[config.mk]
export PLATFORM = sky130hd
export DESIGN_NAME = display_page_sequencer
export DESIGN_NICKNAME = d
export VERILOG_FILES = /design/src/rtl/display_page_sequencer.sv
export SDC_FILE = /design/constraint.sdc
export NUM_CORES = 1
export LEC_CHECK = 0
export CELL_PAD_IN_SITES_DETAIL_PLACEMENT = 0
export CELL_PAD_IN_SITES_GLOBAL_PLACEMENT = 1
export CORE_UTILIZATION = 29
export CTS_BUF_LIST = sky130_fd_sc_hd__clkbuf_2 sky130_fd_sc_hd__clkbuf_4 sky130_fd_sc_hd__clkbuf_8
export CTS_CLUSTER_DIAMETER = 100
export DETAILED_ROUTE_END_ITERATION = 8
export PLACE_DENSITY = 0.87
export SYNTH_ARGS = -nofsm -noshare
export SYNTH_HDL_FRONTEND = slang
export SYNTH_SLANG_ARGS = --single-unit
[constraint.sdc]
create_clock -name clk -period 6.4 [get_ports clk]
set_input_delay 0.64 -clock clk [delete_from_list [all_inputs] [get_ports clk]]
set_output_delay 0.64 -clock clk [all_outputs]
set_load 0.01 [all_outputs]
[src/rtl/display_page_sequencer.sv]
// Drives one of PAGES digit pages onto the scan-driver bus, chosen either by
// direct select or by timed auto-rotation that skips disabled pages.
module display_page_sequencer #(
  parameter int unsigned          PAGES      = 4,
  parameter int unsigned          DIGITS     = 4,
  parameter int unsigned          DIGIT_W    = 4,
  parameter int unsigned          DWELL      = 5,
  parameter logic [DIGIT_W-1:0]   BLANK_CODE = 4'hF,
  localparam int unsigned         PW         = $clog2(PAGES),
  localparam int unsigned         DW         = DIGITS * DIGIT_W
) (
  input  logic                clk,
  input  logic                rst,
  input  logic                tick,
  input  logic                auto_mode,
  input  logic                hold,
  input  logic [PW-1:0]       sel_page,
  input  logic [PAGES-1:0]    page_en,
  input  logic [PAGES-1:0]    blink_mask,
  input  logic [PAGES*DW-1:0] page_data,
  output logic [DW-1:0]       out_digits,
  output logic [PW-1:0]       page_idx,
  output logic                page_changed,
  output logic                all_off
);

  localparam int unsigned     DCW        = (DWELL > 1) ? $clog2(DWELL) : 1;
  localparam logic [DCW-1:0]  DWELL_LAST = DCW'(DWELL - 1);
  localparam logic [PW:0]     PAGES_W    = (PW + 1)'(PAGES);
  localparam logic [DW-1:0]   BLANK_ALL  = {DIGITS{BLANK_CODE}};

  typedef enum logic [1:0] {
    S_MANUAL,
    S_DWELL,
    S_SEEK
  } state_t;

  state_t          state, state_n;
  logic [DCW-1:0]  dwell_cnt, dwell_n;
  logic [PW-1:0]   cand, cand_n;
  logic [PW-1:0]   idx_n;
  logic            blink_phase, blink_n;
  logic            all_off_n;
  logic [DW-1:0]   out_n;

  function automatic logic [PW-1:0] next_page(input logic [PW-1:0] p);
    return (p == PW'(PAGES - 1)) ? '0 : p + 1'b1;
  endfunction

  always_comb begin
    state_n   = state;
    dwell_n   = dwell_cnt;
    cand_n    = cand;
    idx_n     = page_idx;
    blink_n   = blink_phase ^ tick;
    all_off_n = auto_mode && (page_en == '0);

    if (!auto_mode) begin
      state_n = S_MANUAL;
      if ({1'b0, sel_page} < PAGES_W) idx_n = sel_page;
    end else begin
      case (state)
        S_MANUAL: begin
          state_n = S_DWELL;
          dwell_n = '0;
        end
        S_DWELL: begin
          // With nothing enabled the dwell count is frozen until a page returns.
          if (!all_off_n) begin
            if (!page_en[page_idx]) begin
              state_n = S_SEEK;
              cand_n  = next_page(page_idx);
            end else if (tick && !hold) begin
              if (dwell_cnt == DWELL_LAST) begin
                dwell_n = '0;
                state_n = S_SEEK;
                cand_n  = next_page(page_idx);
              end else begin
                dwell_n = dwell_cnt + 1'b1;
              end
            end
          end
        end
        S_SEEK: begin
          if (all_off_n) begin
            state_n = S_DWELL;
          end else if (page_en[cand]) begin
            idx_n   = cand;
            state_n = S_DWELL;
            dwell_n = '0;
          end else begin
            cand_n = next_page(cand);
          end
        end
        default: state_n = S_MANUAL;
      endcase
    end

    out_n = page_data[idx_n*DW +: DW];
    if (all_off_n || (blink_n && blink_mask[idx_n])) out_n = BLANK_ALL;
  end

  always_ff @(posedge clk) begin
    if (rst) begin
      state        <= S_MANUAL;
      dwell_cnt    <= '0;
      cand         <= '0;
      blink_phase  <= 1'b0;
      page_idx     <= '0;
      out_digits   <= BLANK_ALL;
      page_changed <= 1'b0;
      all_off      <= 1'b0;
    end else begin
      state        <= state_n;
      dwell_cnt    <= dwell_n;
      cand         <= cand_n;
      blink_phase  <= blink_n;
      page_idx     <= idx_n;
      out_digits   <= out_n;
      page_changed <= (idx_n != page_idx);
      all_off      <= all_off_n;
    end
  end

endmodule

# After elaboration in Yosys (flattened, before gate mapping)

Index checks and enable logic that the tools add are counted.

Register bits after elaboration: 28
Output and inout bits: 20
Logic and storage cells: 79
Input bits: 79

Shift-type cells: 1
$add $sub $neg: 3
Bitwise gates (word level): 2
Order comparisons: 3
Equal/unequal tests: 15
Mux-type cells: 33
Reductions and logical operators: 14

Operators by type and width:

| kind                                               | number |
|---|---|
| indexed part select 64 x 7 -> 16 bit               | 1 |
| two-way mux 2 bit                                  | 18 |
| two-way mux 3 bit                                  | 6 |
| AND reduction 7 bit                                | 2 |
| != test 2 bit, second input constant               | 6 |
| < comparator 2 x 3 -> 1 bit, second input constant | 3 |
| != test 3 bit, second input constant               | 3 |
| case mux 3 bit (3 select lines)                    | 1 |
| binary-select mux 1 bit (select 2 bit)             | 3 |
| == test 2 bit, second input constant               | 3 |
| case mux 2 bit (3 select lines)                    | 1 |
| adder 2 x 1 -> 2 bit, second input constant        | 2 |
| logical NOT 4 bit                                  | 1 |
| case mux 2 bit (2 select lines)                    | 1 |
| AND reduction 4 bit                                | 1 |
| OR reduction 2 bit                                 | 2 |
| adder 3 x 1 -> 3 bit, second input constant        | 1 |
| == test 3 bit, second input constant               | 1 |
| logical AND 1 bit                                  | 3 |
| two-way mux 1 bit                                  | 3 |
| nonzero test 3 bit                                 | 1 |
| == test 2 x 1 -> 1 bit, second input constant      | 1 |
| logical NOT 2 bit                                  | 1 |
| != test 2 bit                                      | 1 |
| other kinds (5)                                    | 5 |

# Logic depth before layout (Yosys ltp)

Word-level depth: 11
Depth in mapped cells: 9
Mapped depth without buffers: 8

# Worst setup path before layout

OpenSTA, ideal clock, no wires.

Path type: input to register
Start point: in page_en[3]
End point: reg out_digits[10]
Cell stages on the path: 7
Arrival time: 2,531 ps
Setup time: 127 ps
Slack: 3,742 ps
Data required time: 6,273 ps
Buffers on the path: 1
Cell sequence: mux4_2 -> a311o_1 -> nand2_2 -> mux2i_1 -> a22oi_4 -> buf_6 -> or3_1

Longest elaborated chain between the ends: 11
Elaborated cells on any way between the ends: 14

RTL lines:

| element                                                                       | RTL line | text |
|---|---|---|
| start, declared                                                               | 18       | `input logic [PAGES-1:0] page_en,` |
| branches (longest 11 deep; another with indexed part select 64 x 7 -> 16 bit) | --       |  |
| end signal, assigned                                                          | 119      | `out_digits <= out_n;` |
| end, declared                                                                 | 21       | `output logic [DW-1:0] out_digits,` |

Parallel ways; which one is timed is not known. The select of a mux whose other input is x is not followed.
A chain may end at the register's enable or synchronous reset.

# Final worst setup path

Start point: in page_en[2]
End point: reg out_digits[9]

Same word-level chain as after synthesis.

==> summary.md <==
| Metric | Value |
|---|---|
| Leak | `1.118 nW` |
| Placeable Area | `5642 um^2` |
| Largest area contributor in the netlist | `dfxtp_1` |
| WHS Path Cells | `2` |
| Post-CTS Setup Repair Bufs | `0` |
| Remaining antenna violation count | `0` |
| Sequential area share after synthesis | `0.3209` |
| Total GRT Usage | `0.1636` |
| Clk slew on worst S/H paths | `0.10 ns` |
| CTS Hold Buffers Added | `0` |
| Clock Power Share | `0.291` |
| HPWL after DPL | `3.902 mm` |
| Clock Path Buffers | `2` |
| Port Buffers | `98` |
| Num CTS Buffers | `3` |
| Initial Util | `0.3096` |
| IO Pins | `99` |
| GR Overflow Total | `0` |
| CTS resizes | `0` |
| CTS H-tree lvls | `1` |
| Setup slack, reg-to-reg | `3.59 ns` |
| Vias in the first global route | `1808` |
| Post-synth top area share | `0.3209` |
| Syn. warnings | `0` |
| WP data required | `6.57 ns` |
| Die area | `6338 um^2` |
| Syn_nets | `320` |
| Share of cells above drive strength 1 | `0.05793` |
| Hold crit path type | `reg -> reg` |
| CP max FO | `19` |
| Distinct cells, synth | `43` |
| Die height | `79.61 um` |
| Drc violations | `0` |
| Root Driver | `clkbuf_8` |
| Total net switching power | `0.1253 mW` |
| Largest net degree at the start of global routing | `35` |
| Reg2Reg Depth | `6` |
| Max Transition Viols Final | `0` |
| Status | `finished, final reports clean` |
| Minimum clock period | `3.140 ns` |
| DR iter-0 viols | `66` |
| Die W | `79.61 um` |
| Int Pwr | `0.3644 mW` |
| # nets final | `412` |
| Hold Vio Cnt, Final | `0` |
| Insertion delay to the later sink of the worst-skew pair | `0.28 ns` |
| Worst vdd ir | `87.53 uV` |
| Critical path startpoint category | `input port` |
| PwrDens | `172.7 nW/um^2` |
| RSZ-0062 raised after global routing | `false` |
| Min-delay src | `dwell_cnt[1]` |
| Setup Viol. Count Final | `0` |
| CTS sink cnt | `28` |
| Final period util | `0.4906` |
| EDFF count, synth | `0` |
| Comb power frac | `0.310` |
| RR Startpoint | `cand[0]` |
| Post-Syn Instances | `237` |
| Most common cell in the netlist | `nand2_1` |
| Ant diodes | `0` |
| Post-route setup TNS | `0 ns` |
| Cell Area, Synth | `1747 um^2` |
| CP Class | `in -> reg` |
| Crit. End Element | `flop` |
| First drt pass iteration count | `4` |
| Vias per inst | `4.818` |
| Synth top area cells | `dfxtp_1 32%, nand2_1 16%, a21oi_1 11%, or3_1 6.1%, ha_1 2.9%` |
| Sw Ratio | `0.2559` |
| Final Power | `0.4897 mW` |
| Top achievable clock speed | `318.5 MHz` |
| Mean Syn Cell Area | `7.370 um^2` |
| Top cells by count, synth | `74 x nand2_1, 37 x a21oi_1, 28 x dfxtp_1` |
| Placement Rows | `27` |
| Post-synth top flop | `dfxtp_1` |
| CTS tree | `yes` |
| Clock Skews | `0.007422 ns` |
| Synth Register Bits | `28` |
| Final WL | `5.219 mm` |
| Max_cap viols | `0` |
| Gpl congestion | `0.8153` |
| Worst slew pin tran | `1.158 ns` |
| Area Overhead vs Synth | `62.32%` |
| Capture point of the worst reg-to-reg path | `out_digits[9]` |
| Critical path arrival | `3.31 ns` |
| Total number of vias | `1927` |
| Worst Hold End | `dwell_cnt[1]` |
| Slew headroom | `0.2254` |
| Async SR Flop Fraction | `0` |
| First-pass GRT wire length | `8.273 mm` |
| Initial antenna violation count | `0` |
| Routed wire per std cell | `13.05 um` |
| Sequential Power Share | `0.399` |
## area by class of cell
cell class              instances  area (um^2)
clock buffers                   3        41.29
clock inverters                 1        30.03
inverters                       4        15.01
well taps                      72        90.09
fillers                       547         2806
repair buffers                100        996.0
flip-flops and latches         28        560.5
multi-input cells             192         1102
## kinds of logic (layout without fill, tap and decap cells)
family,Yosys count,count (layout),share of synthesized area
AOI/OAI and AO/OA,55,55,0.2027
xor gates and xnor gates,2,2,0.01003
adders and majority gates,4,4,0.02865
buffers and inverters,17,108,0.05014
DFF,28,28,0.3209
muxes,9,9,0.06805
and+or+nand+nor,122,122,0.3195
## per-layer routing
metal	part of all wire	global-route usage	vias up
met5	0	0	-
met4	0.023	0.04727	0
met3	0.075	0.04114	10
met2	0.46	0.2675	67
met1	0.44	0.2102	851
li1	-	-	999
## sequential cells by signal, summed over array words and instances, names as in the netlist
register	flops
out_digits	16
cand	2
dwell_cnt	3
blink_phase	1
state	2
all_off	1
page_changed	1
page_idx	2
## power by group through the flow
| stage | sequential (mW) | clock, mW | combinational (mW) |
|---|---|---|---|
| 3_5_place_dp | 0.200 | 0 | 0.152 |
| 4_1_cts | 0.196 | 0.147 | 0.154 |
| 2_1_floorplan | 0.206 | 0 | 0.0607 |
| 6_report | 0.195 | 0.143 | 0.152 |
| 5_1_grt | 0.197 | 0.154 | 0.166 |
| 3_3_place_gp | 0.199 | 0 | 0.152 |
## layout by cell type (no fill, tap or decap), types with 2 or more instances in the layout
cell and instances:
mux2i_1 4, nor3_1 4, nand2b_1 3, a21oi_1 37, mux2_2 2, nor2b_1 3, mux4_2 2, dfxtp_1 28
buf_4 2, o21ai_0 3, nand3_1 2, o21ai_2 2, ha_1 4, a211oi_1 2, or3_1 17, clkbuf_8 3
inv_1 4, nor2_1 11, clkdlybuf4s50_1 98, nand2_1 74
## critical path: stages
cell	delay, ns
clkdlybuf4s50_1	0.48
mux4_2	0.53
a311o_1	0.40
nand2_2	0.33
mux2i_1	0.36
a22oi_4	0.16
or3_1	0.40
## metrics by stage
stage,std cells,setup WS [ns],cell area (um^2),hold WS [ns],util
6_report,400,3.260,2835,0.4766,0.5026
5_1_grt,400,3.105,2835,0.5129,0.5026
4_1_cts,400,3.248,2835,0.4815,0.5026
3_5_place_dp,396,2.940,2764,0.4671,0.4899
3_3_place_gp,396,3.039,2764,0.4629,0.4899
2_1_floorplan,237,3.742,1747,0.4485,-
## how the worst max path moves through the flow
stage	startpoint	to	slack [ns]	cells after the start
5_1_grt	page_en[0]	out_digits[6]	3.10	7
6_report	page_en[2]	out_digits[9]	3.26	7
3_3_place_gp	page_en[2]	out_digits[3]	3.04	7
3_5_place_dp	page_en[2]	out_digits[9]	2.94	7
4_1_cts	page_en[2]	out_digits[9]	3.25	7
2_1_floorplan	page_en[3]	out_digits[10]	3.74	7
(Power assumes the default switching activity.)
